`src/rtl/apb_req_arbiter_if.sv`:
```
// Bundle of requester-side and APB-side signals for apb_req_arbiter.
// master: the arbiter's view; slave: the view of the requesters plus the APB peripheral.
interface apb_req_arbiter_if #(
   parameter int NUM_REQ = 4,
   parameter int ADDR_W  = 8,
   parameter int DATA_W  = 32
);
   logic [NUM_REQ-1:0]        req;
   logic [NUM_REQ-1:0]        req_write;
   logic [NUM_REQ*ADDR_W-1:0] req_addr;
   logic [NUM_REQ*DATA_W-1:0] req_wdata;
   logic [NUM_REQ-1:0]        gnt;
   logic [NUM_REQ-1:0]        done;
   logic [DATA_W-1:0]         rdata;
   logic                      err;
   logic                      psel;
   logic                      penable;
   logic                      pwrite;
   logic [ADDR_W-1:0]         paddr;
   logic [DATA_W-1:0]         pwdata;
   logic [DATA_W-1:0]         prdata;
   logic                      pready;
   logic                      pslverr;

   modport master (
      input  req, req_write, req_addr, req_wdata, prdata, pready, pslverr,
      output gnt, done, rdata, err, psel, penable, pwrite, paddr, pwdata
   );

   modport slave (
      output req, req_write, req_addr, req_wdata, prdata, pready, pslverr,
      input  gnt, done, rdata, err, psel, penable, pwrite, paddr, pwdata
   );
endinterface

```
`src/rtl/apb_req_arbiter.sv`:
```
// Round-robin arbiter sharing one APB master port between NUM_REQ requesters.
// Define APB_REQ_ARBITER_TIMEOUT_EN to abort ACCESS phases stalled for TIMEOUT_CYC cycles.
module apb_req_arbiter #(
   parameter int NUM_REQ     = 4,
   parameter int ADDR_W      = 8,
   parameter int DATA_W      = 32,
   parameter int TIMEOUT_CYC = 16
) (
   input  logic                clk,
   input  logic                reset,
   apb_req_arbiter_if.master   bus
);
   localparam int PTR_W = (NUM_REQ > 1) ? $clog2(NUM_REQ) : 1;
   localparam int CW    = PTR_W + 1;

   typedef enum logic [1:0] {
      ST_IDLE   = 2'd0,
      ST_SETUP  = 2'd1,
      ST_ACCESS = 2'd2
   } state_t;

   state_t              state_r, state_nxt_s;
   logic [PTR_W-1:0]    ptr_r, ptr_nxt_s, win_r, win_nxt_s, pick_s;
   logic                any_s, timeout_s;
   logic [NUM_REQ-1:0]  gnt_r, gnt_nxt_s, done_r, done_nxt_s;
   logic                psel_r, psel_nxt_s, penable_r, penable_nxt_s;
   logic                pwrite_r, pwrite_nxt_s, err_r, err_nxt_s;
   logic [ADDR_W-1:0]   paddr_r, paddr_nxt_s;
   logic [DATA_W-1:0]   pwdata_r, pwdata_nxt_s, rdata_r, rdata_nxt_s;
   logic [ADDR_W-1:0]   addr_a  [NUM_REQ];
   logic [DATA_W-1:0]   wdata_a [NUM_REQ];

   for (genvar g = 0; g < NUM_REQ; g++) begin : g_unpack
      assign addr_a[g]  = bus.req_addr[g*ADDR_W +: ADDR_W];
      assign wdata_a[g] = bus.req_wdata[g*DATA_W +: DATA_W];
   end

   // Round-robin pick: scan downward so the candidate closest to ptr_r is assigned last.
   always_comb begin
      logic [CW-1:0] sum_v;
      logic [CW-1:0] cand_v;
      sum_v  = '0;
      cand_v = '0;
      any_s  = 1'b0;
      pick_s = '0;
      for (int k = NUM_REQ - 1; k >= 0; k--) begin
         sum_v  = {1'b0, ptr_r} + CW'(k);
         cand_v = (sum_v >= CW'(NUM_REQ)) ? (sum_v - CW'(NUM_REQ)) : sum_v;
         any_s  = any_s | bus.req[cand_v[PTR_W-1:0]];
         pick_s = bus.req[cand_v[PTR_W-1:0]] ? cand_v[PTR_W-1:0] : pick_s;
      end
   end

`ifdef APB_REQ_ARBITER_TIMEOUT_EN
   localparam int TCNT_W = $clog2(TIMEOUT_CYC + 1);
   logic [TCNT_W-1:0] tcnt_r;

   // Stall counter for the current ACCESS phase.
   always_ff @(posedge clk) begin
      if (reset) begin
         tcnt_r <= '0;
      end else if (state_r == ST_SETUP) begin
         tcnt_r <= '0;
      end else if ((state_r == ST_ACCESS) && !bus.pready) begin
         tcnt_r <= tcnt_r + TCNT_W'(1);
      end else begin
         tcnt_r <= tcnt_r;
      end
   end

   assign timeout_s = (state_r == ST_ACCESS) && !bus.pready &&
                      (tcnt_r == TCNT_W'(TIMEOUT_CYC - 1));
`else
   logic [31:0] timeout_unused_s;
   assign timeout_unused_s = 32'(TIMEOUT_CYC);
   assign timeout_s        = 1'b0;
`endif

   // Next state and next values of every registered output.
   always_comb begin
      state_nxt_s   = state_r;
      ptr_nxt_s     = ptr_r;
      win_nxt_s     = win_r;
      gnt_nxt_s     = gnt_r;
      done_nxt_s    = '0;
      psel_nxt_s    = psel_r;
      penable_nxt_s = penable_r;
      pwrite_nxt_s  = pwrite_r;
      paddr_nxt_s   = paddr_r;
      pwdata_nxt_s  = pwdata_r;
      rdata_nxt_s   = rdata_r;
      err_nxt_s     = err_r;
      case (state_r)
         ST_IDLE: begin
            psel_nxt_s    = 1'b0;
            penable_nxt_s = 1'b0;
            gnt_nxt_s     = '0;
            if (any_s) begin
               state_nxt_s         = ST_SETUP;
               win_nxt_s           = pick_s;
               psel_nxt_s          = 1'b1;
               gnt_nxt_s[pick_s]   = 1'b1;
               pwrite_nxt_s        = bus.req_write[pick_s];
               paddr_nxt_s         = addr_a[pick_s];
               pwdata_nxt_s        = wdata_a[pick_s];
            end else begin
               state_nxt_s = ST_IDLE;
            end
         end
         ST_SETUP: begin
            state_nxt_s   = ST_ACCESS;
            penable_nxt_s = 1'b1;
         end
         ST_ACCESS: begin
            if (bus.pready || timeout_s) begin
               state_nxt_s       = ST_IDLE;
               psel_nxt_s        = 1'b0;
               penable_nxt_s     = 1'b0;
               gnt_nxt_s         = '0;
               done_nxt_s[win_r] = 1'b1;
               ptr_nxt_s         = (win_r == PTR_W'(NUM_REQ - 1)) ? '0 : (win_r + PTR_W'(1));
               // A timeout only reaches here with pready low, so it always reports an error.
               err_nxt_s         = bus.pready ? bus.pslverr : 1'b1;
               rdata_nxt_s       = (bus.pready && !pwrite_r) ? bus.prdata : rdata_r;
            end else begin
               state_nxt_s = ST_ACCESS;
            end
         end
         default: begin
            state_nxt_s   = ST_IDLE;
            psel_nxt_s    = 1'b0;
            penable_nxt_s = 1'b0;
            gnt_nxt_s     = '0;
         end
      endcase
   end

   // FSM state register.
   always_ff @(posedge clk) begin
      if (reset) begin
         state_r <= ST_IDLE;
      end else begin
         state_r <= state_nxt_s;
      end
   end

   // Registered outputs, pointer and latched winner.
   always_ff @(posedge clk) begin
      if (reset) begin
         ptr_r     <= '0;
         win_r     <= '0;
         gnt_r     <= '0;
         done_r    <= '0;
         psel_r    <= 1'b0;
         penable_r <= 1'b0;
         pwrite_r  <= 1'b0;
         paddr_r   <= '0;
         pwdata_r  <= '0;
         rdata_r   <= '0;
         err_r     <= 1'b0;
      end else begin
         ptr_r     <= ptr_nxt_s;
         win_r     <= win_nxt_s;
         gnt_r     <= gnt_nxt_s;
         done_r    <= done_nxt_s;
         psel_r    <= psel_nxt_s;
         penable_r <= penable_nxt_s;
         pwrite_r  <= pwrite_nxt_s;
         paddr_r   <= paddr_nxt_s;
         pwdata_r  <= pwdata_nxt_s;
         rdata_r   <= rdata_nxt_s;
         err_r     <= err_nxt_s;
      end
   end

   assign bus.gnt     = gnt_r;
   assign bus.done    = done_r;
   assign bus.rdata   = rdata_r;
   assign bus.err     = err_r;
   assign bus.psel    = psel_r;
   assign bus.penable = penable_r;
   assign bus.pwrite  = pwrite_r;
   assign bus.paddr   = paddr_r;
   assign bus.pwdata  = pwdata_r;
endmodule

```
`src/flat_wrapper.sv`:
```
// flat-port wrapper written by rule: the top's interface ports become plain ports
module apb_req_arbiter_flat 
#(
   parameter int NUM_REQ     = 4,
   parameter int ADDR_W      = 8,
   parameter int DATA_W      = 32,
   parameter int TIMEOUT_CYC = 16
)
  (clk, reset, bus_req, bus_req_write, bus_req_addr, bus_req_wdata, bus_prdata, bus_pready, bus_pslverr, bus_gnt, bus_done, bus_rdata, bus_err, bus_psel, bus_penable, bus_pwrite, bus_paddr, bus_pwdata);
  apb_req_arbiter_if #(.NUM_REQ(NUM_REQ), .ADDR_W(ADDR_W), .DATA_W(DATA_W)) bus_i ();
  input  logic clk;
  input  logic reset;
  input wire logic [$bits(bus_i.req)-1:0] bus_req;
  input wire logic [$bits(bus_i.req_write)-1:0] bus_req_write;
  input wire logic [$bits(bus_i.req_addr)-1:0] bus_req_addr;
  input wire logic [$bits(bus_i.req_wdata)-1:0] bus_req_wdata;
  input wire logic [$bits(bus_i.prdata)-1:0] bus_prdata;
  input wire logic [$bits(bus_i.pready)-1:0] bus_pready;
  input wire logic [$bits(bus_i.pslverr)-1:0] bus_pslverr;
  output wire logic [$bits(bus_i.gnt)-1:0] bus_gnt;
  output wire logic [$bits(bus_i.done)-1:0] bus_done;
  output wire logic [$bits(bus_i.rdata)-1:0] bus_rdata;
  output wire logic [$bits(bus_i.err)-1:0] bus_err;
  output wire logic [$bits(bus_i.psel)-1:0] bus_psel;
  output wire logic [$bits(bus_i.penable)-1:0] bus_penable;
  output wire logic [$bits(bus_i.pwrite)-1:0] bus_pwrite;
  output wire logic [$bits(bus_i.paddr)-1:0] bus_paddr;
  output wire logic [$bits(bus_i.pwdata)-1:0] bus_pwdata;
  assign bus_i.req = bus_req;
  assign bus_i.req_write = bus_req_write;
  assign bus_i.req_addr = bus_req_addr;
  assign bus_i.req_wdata = bus_req_wdata;
  assign bus_i.prdata = bus_prdata;
  assign bus_i.pready = bus_pready;
  assign bus_i.pslverr = bus_pslverr;
  assign bus_gnt = bus_i.gnt;
  assign bus_done = bus_i.done;
  assign bus_rdata = bus_i.rdata;
  assign bus_err = bus_i.err;
  assign bus_psel = bus_i.psel;
  assign bus_penable = bus_i.penable;
  assign bus_pwrite = bus_i.pwrite;
  assign bus_paddr = bus_i.paddr;
  assign bus_pwdata = bus_i.pwdata;
  apb_req_arbiter #(.NUM_REQ(NUM_REQ), .ADDR_W(ADDR_W), .DATA_W(DATA_W), .TIMEOUT_CYC(TIMEOUT_CYC)) u_core (.clk(clk), .reset(reset), .bus(bus_i));
endmodule
```
`config.mk`:
```
export PLATFORM = sky130hd
export DESIGN_NAME = apb_req_arbiter_flat
export DESIGN_NICKNAME = d
export VERILOG_FILES = /design/src/rtl/apb_req_arbiter_if.sv /design/src/rtl/apb_req_arbiter.sv /design/src/flat_wrapper.sv
export SDC_FILE = /design/constraint.sdc
export NUM_CORES = 1
export LEC_CHECK = 0
export BUFFER_PORTS_ARGS = -buffer_cell sky130_fd_sc_hd__buf_2
export CAP_MARGIN = 25
export CORE_AREA = 2 2 112 114
export DETAILED_ROUTE_END_ITERATION = 6
export DIE_AREA = 0 0 114 116
export PLACE_DENSITY = 0.83
export SKIP_CTS_REPAIR_TIMING = 1
export SYNTH_ARGS = -nofsm -noshare
export SYNTH_HDL_FRONTEND = slang
export SYNTH_SLANG_ARGS = --single-unit
```
`constraint.sdc`:
```
create_clock -name clk -period 2.25 [get_ports clk]
set_input_delay 0.45 -clock clk [delete_from_list [all_inputs] [get_ports clk]]
set_output_delay 0.45 -clock clk [all_outputs]
set_load 0.005 [all_outputs]
```
==> metrics.md, run 1 <==
| Metric | Value |
|---|---|
| Clock Latency Late Sink | `about 0.34 ns` |
| Die footprint | `approximately 0.013 mm^2` |
| Crit path DAT | `2.22 ns` |
| Largest net degree at the start of global routing | `55` |
| First-pass GRT wire length | `21.7 mm` |
| Synth top area share | `0.400` |
| Die width | `114 um` |
| Fin. Hold Viols | `0` |
| Initial Utilization | `0.379` |
| Setup_tns | `0 ns` |
| Yosys top cell by area | `dfxtp_1` |
| Outcome | `completed` |
| Most common cell in the netlist | `nand2_1` |
| DR vias | `4868` |
| Critical path type | `flop to flop` |
| Chip height | `approximately 120 um` |
| VDD IR-drop max | `0.304 mV` |
| Clock slew at reported path FFs | `0.06 ns` |
| Async set-reset flop share out of synthesis | `0` |
| Layout area overhead | `42.0%` |
| Starting DRC count in detailed routing | `roughly 280` |
| Mean Syn Cell Area | `8.38 um^2` |
| Peak Freq | `498 MHz` |
| Largest stage delay on the critical path | `0.65 ns` |
| Crit end category | `flop` |
| RSZ-0062 raised after global routing | `false` |
| Post-DP Area | `0.00613 mm^2` |
| Total gr overflow | `0` |
| Crit path cell chain | `nor2b_1 -> or4b_4 -> buf_12 -> and3_1 -> o21ai_1 -> o211ai_1` |
| Reg2reg setup slack | `around 0.24 ns` |
| P per Cell Area | `631 mW/mm^2` |
| Post-Syn Area | `0.00451 mm^2` |
| Crit path required time | `2.46 ns` |
| Final Max Slew Viols | `0` |
| Critical path's top delay family | `simple AND/OR/NAND/NOR gates` |
| WP buf/inv | `1` |
| CTS tree | `built` |
| Slowest-stage cell, CP | `or4b_4` |
| Synth cell types | `35` |
| Post-route setup slack | `0.243 ns` |
| Max-Cap Viols | `0` |
| H-Tree Level Count | `3` |
| Worst hold path type | `input port to flop` |
| Initial antenna violation count | `1` |
| PortBufs | `approximately 290` |
| #FFs+latches synth | `90` |
| Final instance area | `0.00640 mm^2` |
| Antenna Nets Post-Route | `0` |
| Final HPWL DP | `11.0 mm` |
| Critical Path Fanout Max | `54` |
| Clock buffer depth | `2` |
| Final setup skew | `0.00835 ns` |
| Largest cells by area after synthesis | `dfxtp_1, mux2i_1, nand2_1, a21boi_0, o211ai_1` |
| Root buf cell | `clkbuf_16` |
| Cts bufs inserted | `9` |
| All-Layer GR Usage | `0.208` |
| Gpl congestion | `0.831` |
| DRT Wirelength | `14.2 mm` |
| Nets | `1017` |
| DRC Markers | `0` |
| Vias in the first global route | `4558` |
| Tmin final | `2.01 ns` |
| Avg WL per Cell | `14.8 um` |
| CORE AREA | `roughly 0.012 mm^2` |
| Share of cells above drive strength 1 | `0.411` |
| TritonRoute pass-1 iters | `6` |
| Net count after synthesis | `746` |
| Row cnt | `40` |
| Vias/cell | `~5.1` |
| Yosys warning total | `0` |
| Synth cell count leaders | `nand2_1, dfxtp_1, mux2i_1` |
| Post-synth EDFFs | `0` |
| Most used flip-flop cell after synthesis | `dfxtp_1` |
| CTS Sinks | `90` |
| Nature of the critical path startpoint | `flop` |
| Max_slew headroom | `0.538` |
| I/O pin count | `288` |
| Place WS | `-0.0286 ns` |
| Worst-Margin Slew | `0.691 ns` |
| P_leak | `slightly above 0.003 uW` |
| Part of the cycle the worst path needs | `0.892` |
| Seq/Total Area, Yosys | `0.400` |
| Gate Count Post-Synth | `538` |
| Final setup fails | `0` |
==> path summary, 6_finish.rpt <==
check | depth (start not counted) | start | to
setup reg to reg | 6 | u_core.ptr_r[0] | u_core.bus.paddr[2]
hold reg to reg | 2 | u_core.bus.rdata[16] | u_core.bus.rdata[16]
hold / removal | 3 | bus_prdata[25] | u_core.bus.rdata[25]
setup / recovery | 6 | u_core.ptr_r[0] | u_core.bus.paddr[2]
==> final cells by class <==
type,instances,area [um^2]
Fill cell,1139,5510
Tap cell,147,184
Multi-Input combinational cell,397,2470
Clock buffer,10,239
Antenna cell,1,2.50
Sequential cell,90,1800
Clock inverter,4,28.8
Inverter,5,18.8
Timing Repair Buffer,306,1660
==> power breakdown <==
group          internal, uW  total [uW]  switching, uW
clock network           768        1380            614
logic                   442         856            414
registers              1730        1800           72.8
total                  2940        4040           1100
==> worst min-delay path, stage by stage <==
cell and delay [ns]:
buf_2 0.09, nand2_1 0.04, a21oi_1 0.05
==> flip-flops by register name (all words and copies together), names as in the netlist <==
register,count
u_core.bus.done,4
u_core.bus.err,1
u_core.bus.gnt,4
u_core.bus.paddr,8
u_core.bus.penable,1
u_core.bus.psel,1
u_core.bus.pwdata,32
u_core.bus.pwrite,1
u_core.bus.rdata,32
u_core.ptr_r,2
u_core.state_r,2
u_core.win_r,2
==> cell families (layout without fill, tap and decap cells) <==
kind of cell | after synthesis | count (layout) | share of synthesized area
AND/OR/NAND/NOR | 181 | 181 | 0.193
AO/OA/AOI/OAI | 169 | 169 | 0.241
flip-flops | 90 | 90 | 0.400
buffers and inverters | 51 | 325 | 0.0597
multiplexers | 43 | 43 | 0.0954
adder cells (fa/ha/maj) | 4 | 4 | 0.0111
other | 0 | 1 | 0
==> placed cells by master (no fill, tap or decap), types with 2 or more instances in the layout <==
| master | n |
|---|---|
| o21ba_2 | 2 |
| o21ai_0 | 4 |
| a21boi_0 | 42 |
| buf_4 | 13 |
| a21oi_1 | 37 |
| nand2_1 | 110 |
| nor2b_1 | 4 |
| o211ai_2 | 3 |
| and3_1 | 41 |
| o21ai_1 | 39 |
| clkinvlp_4 | 2 |
| nor2_1 | 7 |
| mux2i_1 | 43 |
| dfxtp_1 | 90 |
| inv_1 | 5 |
| o211ai_1 | 38 |
| nor3_1 | 2 |
| a22o_1 | 2 |
| ha_1 | 4 |
| and2_1 | 4 |
| clkbuf_16 | 9 |
| buf_12 | 5 |
| buf_2 | 287 |
==> per-stage QoR <==
stage	cells	utilization	total power, uW	hold slack, ns
6_report	960	0.538	4040	0.344
5_1_grt	960	0.538	4240	0.330
4_1_cts	959	0.537	4080	0.328
3_5_place_dp	945	0.515	2700	0.445
3_3_place_gp	944	0.513	2670	0.429
2_1_floorplan	538	-	2260	0.439
==> per-layer routing <==
layer | share of wire | vias up | global-route usage
li1 | - | 2431 | -
met5 | 0 | - | 0
met2 | 0.51 | 205 | 0.381
met1 | 0.39 | 2213 | 0.224
met3 | 0.086 | 19 | 0.0685
met4 | 0.017 | 0 | 0.0764
Power figures use the tool's default switching activity.
==> inputs of run 2 (changes only) <==
Settings changed: CORE_AREA 2 2 112 114 to 3 3 110 112, DIE_AREA 0 0 114 116 to 0 0 113 115, HOLD_SLACK_MARGIN from default to 0.12, PLACE_DENSITY 0.83 to 0.87.
==> metrics.md, run 2 (synthesis results as in run 1) <==
| Metric | Value |
|---|---|
| CTS Sinks | `90 (unchanged)` |
| Worst hold path type | `input port to flop` |
| P per Cell Area | `666 mW/mm^2 (+5.7%)` |
| Avg WL per Cell | `15.2 um (+2.6%)` |
| Total Power | `4310 uW (+6.8%)` |
| Final HPWL DP | `11.4 mm (+3.8%)` |
| Fillers | `1028 (-9.7%)` |
| Starting DRC count in detailed routing | `251 (-9.7%)` |
| Largest stage delay on the critical path | `0.61 ns (-0.04 ns)` |
| Clock Latency Late Sink | `0.33 ns (about the same)` |
| Clock slew at reported path FFs | `0.07 ns (about the same)` |
| Crit path cell chain | `nor2b_1 -> or4b_4 -> buf_4 -> and3_1 -> o21ai_1 -> o211ai_1` |
| Chip height | `115 um (-0.86%)` |
| Tmin final | `1.97 ns (-0.0371 ns)` |
| I/O pin count | `288 (unchanged)` |
| Initial Utilization | `0.398 (+0.0197)` |
| Highest-count cells in the layout ignoring fill and taps | `buf_2, nand2_1, dfxtp_1` |
| Crit path DAT | `2.18 ns (-0.04 ns)` |
| Hold WS | `0.347 ns (+0.00285 ns)` |
| H-Tree Level Count | `3 (unchanged)` |
| CTS tree | `built` |
| Crit path required time | `2.46 ns (about the same)` |
| Post-route setup slack | `0.281 ns (+0.0371 ns)` |
| All-Layer GR Usage | `0.211 (+0.00277)` |
| Final setup fails | `0 (unchanged)` |
| Outcome | `completed` |
| Worst setup path startpoint | `u_core.ptr_r[0]` |
| Hold Startpoint | `bus_pslverr` |
| Peak Freq | `508 MHz (+1.9%)` |
| Clock buffer depth | `2 (unchanged)` |
| DRC Markers | `0 (unchanged)` |
| Final setup skew | `0.00765 ns (-0.000703 ns)` |
| Antenna Nets Post-Route | `0 (unchanged)` |
| Place WS | `0.0473 ns (+0.0759 ns)` |
| Fin. Hold Viols | `0 (unchanged)` |
| Die width | `113 um (-0.88%)` |
| Share of cells above drive strength 1 | `0.412 (+0.000940)` |
| R2R Path Start | `u_core.ptr_r[0]` |
| PortBufs | `287 (unchanged)` |
| Initial antenna violation count | `3 (+2)` |
| Nature of the critical path startpoint | `flop` |
| VDD IR-drop max | `0.433 mV (+42%)` |
| Largest net degree at the start of global routing | `42 (-24%)` |
| Critical Path Fanout Max | `41 (-24%)` |
| Vias/cell | `5.08 (about the same)` |
| Gpl congestion | `0.837 (+0.79%)` |
| First-pass GRT wire length | `22.3 mm (+2.8%)` |
| Vias in the first global route | `4681 (+2.7%)` |
| Multi-input gate area | `0.00247 mm^2 (unchanged)` |
| WP buf/inv | `1 (unchanged)` |
| RSZ-0062 raised after global routing | `false` |
| Critical path's top delay family | `simple AND/OR/NAND/NOR gates` |
| P_leak | `0.00309 uW (+0.92%)` |
| Cts bufs inserted | `9 (unchanged)` |
| Nets | `1018 (+0.098%)` |
| Max_slew headroom | `0.608 (+0.0705)` |
| Final Max Slew Viols | `0 (unchanged)` |
| Crit end category | `flop` |
| Total gr overflow | `0 (unchanged)` |
| CORE AREA | `0.0113 mm^2 (-5.0%)` |
| Fin cells | `959 (-0.10%)` |
| Setup_tns | `0 ns (unchanged)` |
| DR vias | `4867 (-0.021%)` |
| Root buf cell | `clkbuf_16` |
| Slowest-stage cell, CP | `or4b_4` |
| # placed instances | `942 (-0.32%)` |
| Layout area overhead | `43.5%` |
| Part of the cycle the worst path needs | `0.875 (-0.0165)` |
| Most common cell after layout, fill and taps aside | `buf_2` |
| DRT Wirelength | `14.5 mm (+2.5%)` |
| TritonRoute pass-1 iters | `4 (-2)` |
| Critical path type | `flop to flop` |
| Die footprint | `0.0130 mm^2 (-1.7%)` |
| Row cnt | `39 (-2.5%)` |
| Max-Cap Viols | `0 (unchanged)` |
| Worst-Margin Slew | `0.588 ns (-0.103 ns)` |
| Reg area | `0.00180 mm^2 (unchanged)` |
## run 2: power breakdown
part           internal, uW  switching [uW]  total [uW]
Sequential             1730            74.4        1800
Clock                  1010             636        1650
Combinational           446             416         861
Total                  3180            1130        4310
## run 2: worst paths after layout
check,cells after the start,slack (ns),end
setup / recovery,6,0.28,u_core.bus.paddr[5]
hold / removal,3,0.35,u_core.bus.err
setup reg to reg,6,0.28,u_core.bus.paddr[5]
hold reg to reg,2,0.45,u_core.bus.rdata[0]
## run 2: worst register-to-register path, delay by kind of cell (launching register included)
family | cells | cell delay, ns
AO/OA/AOI/OAI | 2 | 0.25
buffers and inverters | 1 | 0.28
flip-flops | 1 | 0.38
AND/OR/NAND/NOR | 3 | 0.95
## run 2: metrics by stage
step,util,instance area (um^2)
floorplan,-,4510
global placement,0.542,6140
detailed placement,0.542,6140
CTS,0.571,6470
global route,0.572,6470
finish,0.572,6470
## run 2: area by class of cell
class | instances | area share
clock inverter | 5 | 0.0132
antenna | 1 | 0.000387
timing repair buffer | 307 | 0.259
inverter | 5 | 0.00290
clock buffer | 11 | 0.0375
tap | 143 | 0.0277
sequential | 90 | 0.278
multi-input combinational | 397 | 0.381
## run 2: layer usage
layer	track usage	share of wire
met1	0.231	0.38
met2	0.380	0.50
met3	0.0611	0.089
met4	0.0905	0.028
met5	0	0.0016
==> inputs of run 3 (changes only) <==
--- a/config.mk
+++ b/config.mk
@@ -8,9 +8,10 @@
 export BUFFER_PORTS_ARGS = -buffer_cell sky130_fd_sc_hd__buf_2
 export CAP_MARGIN = 25
-export CORE_AREA = 3 3 110 112
+export CORE_AREA = 2 2 112 114
 export DETAILED_ROUTE_END_ITERATION = 6
-export DIE_AREA = 0 0 113 115
+export DIE_AREA = 0 0 114 116
 export HOLD_SLACK_MARGIN = 0.12
-export PLACE_DENSITY = 0.87
+export MAX_ROUTING_LAYER = met4
+export PLACE_DENSITY = 0.83
 export SKIP_CTS_REPAIR_TIMING = 1
 export SYNTH_ARGS = -nofsm -noshare
==> constraint.sdc (replaced) <==
create_clock -name clk -period 2.25 [get_ports clk]
set_input_delay 0.675 -clock clk [delete_from_list [all_inputs] [get_ports clk]]
set_output_delay 0.675 -clock clk [all_outputs]
set_load 0.005 [all_outputs]
==> metrics.md, run 3 (synthesis results as in run 1) <==
| Metric | Value |
|---|---|
| Highest-count cells in the layout ignoring fill and taps | `buf_2, nand2_1, dfxtp_1` |
| Slowest-stage cell, CP | `or4b_4` |
| Initial antenna violation count | `1 (-2)` |
| Flop pwr share | `0.431 (+0.013)` |
| Final setup fails | `0 (unchanged)` |
| Critical Path Fanout Max | `48 (+17%)` |
| Crit end category | `flop` |
| Final setup skew | `0.00511 ns (-0.00254 ns)` |
| Largest stage delay on the critical path | `0.66 ns (+0.05 ns)` |
| Cts bufs inserted | `9 (unchanged)` |
| Most common cell after layout, fill and taps aside | `buf_2` |
| CTS Sinks | `90 (unchanged)` |
| WHS Path Cells | `2 (-1)` |
| Max_slew headroom | `0.417 (-0.192)` |
| Part of the cycle the worst path needs | `0.937 (+0.0614)` |
| VDD IR-drop max | `0.281 mV (-35%)` |
| Tmin final | `2.11 ns (+0.138 ns)` |
| Largest net degree at the start of global routing | `49 (+17%)` |
| Reg2reg setup slack | `0.32 ns (+0.04 ns)` |
| Clock buffer depth | `2 (unchanged)` |
| P_leak | `0.00311 uW (+0.50%)` |
| Critical path type | `input port to flop` |
| Worst-Margin Slew | `0.870 ns (+0.282 ns)` |
| Vias/cell | `5.00 (-1.4%)` |
| Die width | `114 um (+0.88%)` |
| Crit path cell chain | `buf_2 -> nor2b_1 -> or4b_4 -> buf_12 -> and3_1 -> o21ai_1 -> o211ai_1` |
| RSZ-0062 raised after global routing | `false` |
| Total Power | `4170 uW (-3.2%)` |
| Initial Utilization | `0.379 (-0.0197)` |
| Nets | `1023 (+0.49%)` |
| DRT Wirelength | `14.4 mm (-1.2%)` |
| Crit path required time | `2.47 ns (about the same)` |
| Clock slew at reported path FFs | `0.06 ns (about the same)` |
| Final Max Slew Viols | `0 (unchanged)` |
| Reg2Reg Depth | `6 (unchanged)` |
| First-pass GRT wire length | `21.8 mm (-1.9%)` |
| Gpl congestion | `0.831 (-0.82%)` |
| Avg WL per Cell | `14.8 um (-2.1%)` |
| Fin. Hold Viols | `0 (unchanged)` |
| # placed instances | `951 (+0.96%)` |
| Clock share of power | `0.361 (-0.022)` |
| Gate power share | `0.208 (+0.008)` |
| DR vias | `4844 (-0.47%)` |
| Total gr overflow | `0 (unchanged)` |
| Layout area overhead | `43.7%` |
| Nature of the critical path startpoint | `input port` |
| Root buf cell | `clkbuf_16` |
| Hold Startpoint | `u_core.bus.rdata[7]` |
| Clock Latency Late Sink | `0.34 ns (about the same)` |
| Chip height | `116 um (+0.87%)` |
| CORE AREA | `0.0119 mm^2 (+5.2%)` |
| Max-Cap Viols | `0 (unchanged)` |
| Internal power | `3040 uW (-4.4%)` |
| I/O pin count | `288 (unchanged)` |
| All-Layer GR Usage | `0.217 (+0.00617)` |
| P per Cell Area | `644 mW/mm^2 (-3.4%)` |
| PortBufs | `287 (unchanged)` |
| Crit path DAT | `2.33 ns (+0.15 ns)` |
| Fin cells | `968 (+0.94%)` |
| Outcome | `completed` |
| R2R Path Start | `u_core.ptr_r[0]` |
| TritonRoute pass-1 iters | `4 (unchanged)` |
| Peak Freq | `474 MHz (-6.6%)` |
| H-Tree Level Count | `3 (unchanged)` |
| Final HPWL DP | `10.9 mm (-4.4%)` |
| Die footprint | `0.0132 mm^2 (+1.8%)` |
| DRC Markers | `0 (unchanged)` |
| Hold EP | `u_core.bus.rdata[7]` |
| Switch Pwr | `1130 uW (+0.22%)` |
| Vias in the first global route | `4479 (-4.3%)` |
| CTS tree | `built` |
| Row cnt | `40 (+2.6%)` |
| Antenna Nets Post-Route | `0 (unchanged)` |
| Worst hold path type | `flop to flop` |
| Share of cells above drive strength 1 | `0.416 (+0.00358)` |
| Starting DRC count in detailed routing | `254 (+1.2%)` |
| FF-to-FF End | `u_core.bus.pwdata[14]` |
| Net Sw Frac | `0.271 (+0.00930)` |
## run 3: cell types whose count changed in the layout (fill, tap and decap cells not counted), sizes merged
cell	before	now
buf	307	312
clkbuf	11	10
clkinv	0	2
bufinv	2	1
## run 3: worst max-delay path by stage
stage / from / to / slack, ns / cells past startpoint
2_1_floorplan: bus_req[2] / u_core.bus.pwdata[13] / 0.10 / 7
3_3_place_gp: bus_req[2] / u_core.bus.pwdata[24] / -0.15 / 7
3_5_place_dp: bus_req[2] / u_core.bus.paddr[1] / -0.19 / 7
4_1_cts: bus_req[2] / u_core.bus.paddr[1] / 0.17 / 7
5_1_grt: bus_req[2] / u_core.bus.paddr[1] / 0.03 / 7
6_report: bus_req[2] / u_core.bus.pwdata[14] / 0.14 / 7
## run 3: layout make-up
| cell class | instances | area [um^2] |
|---|---|---|
| Clock inverter | 6 | 65.1 |
| Sequential cell | 90 | 1800 |
| Multi-Input combinational cell | 397 | 2470 |
| Clock buffer | 10 | 229 |
| Antenna cell | 1 | 2.50 |
| Timing Repair Buffer | 312 | 1710 |
| Tap cell | 147 | 184 |
| Inverter | 5 | 18.8 |
| Fill cell | 1131 | 5430 |
## run 3: per-stage QoR
step | utilization | TNS (ns) | setup WS (ns) | instance area [um^2] | hold slack (ns)
finish | 0.544 | 0 | 0.142 | 6480 | 0.452
global route | 0.544 | 0 | 0.0277 | 6480 | 0.469
CTS | 0.544 | 0 | 0.169 | 6480 | 0.453
detailed placement | 0.519 | -5.23 | -0.191 | 6180 | 0.432
global placement | 0.519 | -3.46 | -0.152 | 6180 | 0.427
floorplan | - | 0 | 0.105 | 4510 | 0.439
## run 3: metal layers
layer / vias up / global-route usage / routed length [um]
li1: 2450 / - / -
met1: 2173 / 0.244 / 5850
met2: 201 / 0.370 / 7050
met4: 0 / 0.0878 / 318
met5: - / - / 0
met3: 20 / 0.0533 / 1160
## run 3: power by group through the flow
stage,registers (uW),logic [uW],clock network (uW)
final,1800,868,1510
after global placement,1830,860,0
after detailed placement,1830,873,0
after floorplan,1840,422,0
after CTS,1800,876,1560
after global routing,1810,951,1630
## run 3: critical path: cells and delay by family
family / cells / cell delay [ns]
buffers and inverters: 2 / 0.35
and+or+nand+nor: 3 / 0.99
AOI/OAI and AO/OA: 2 / 0.28
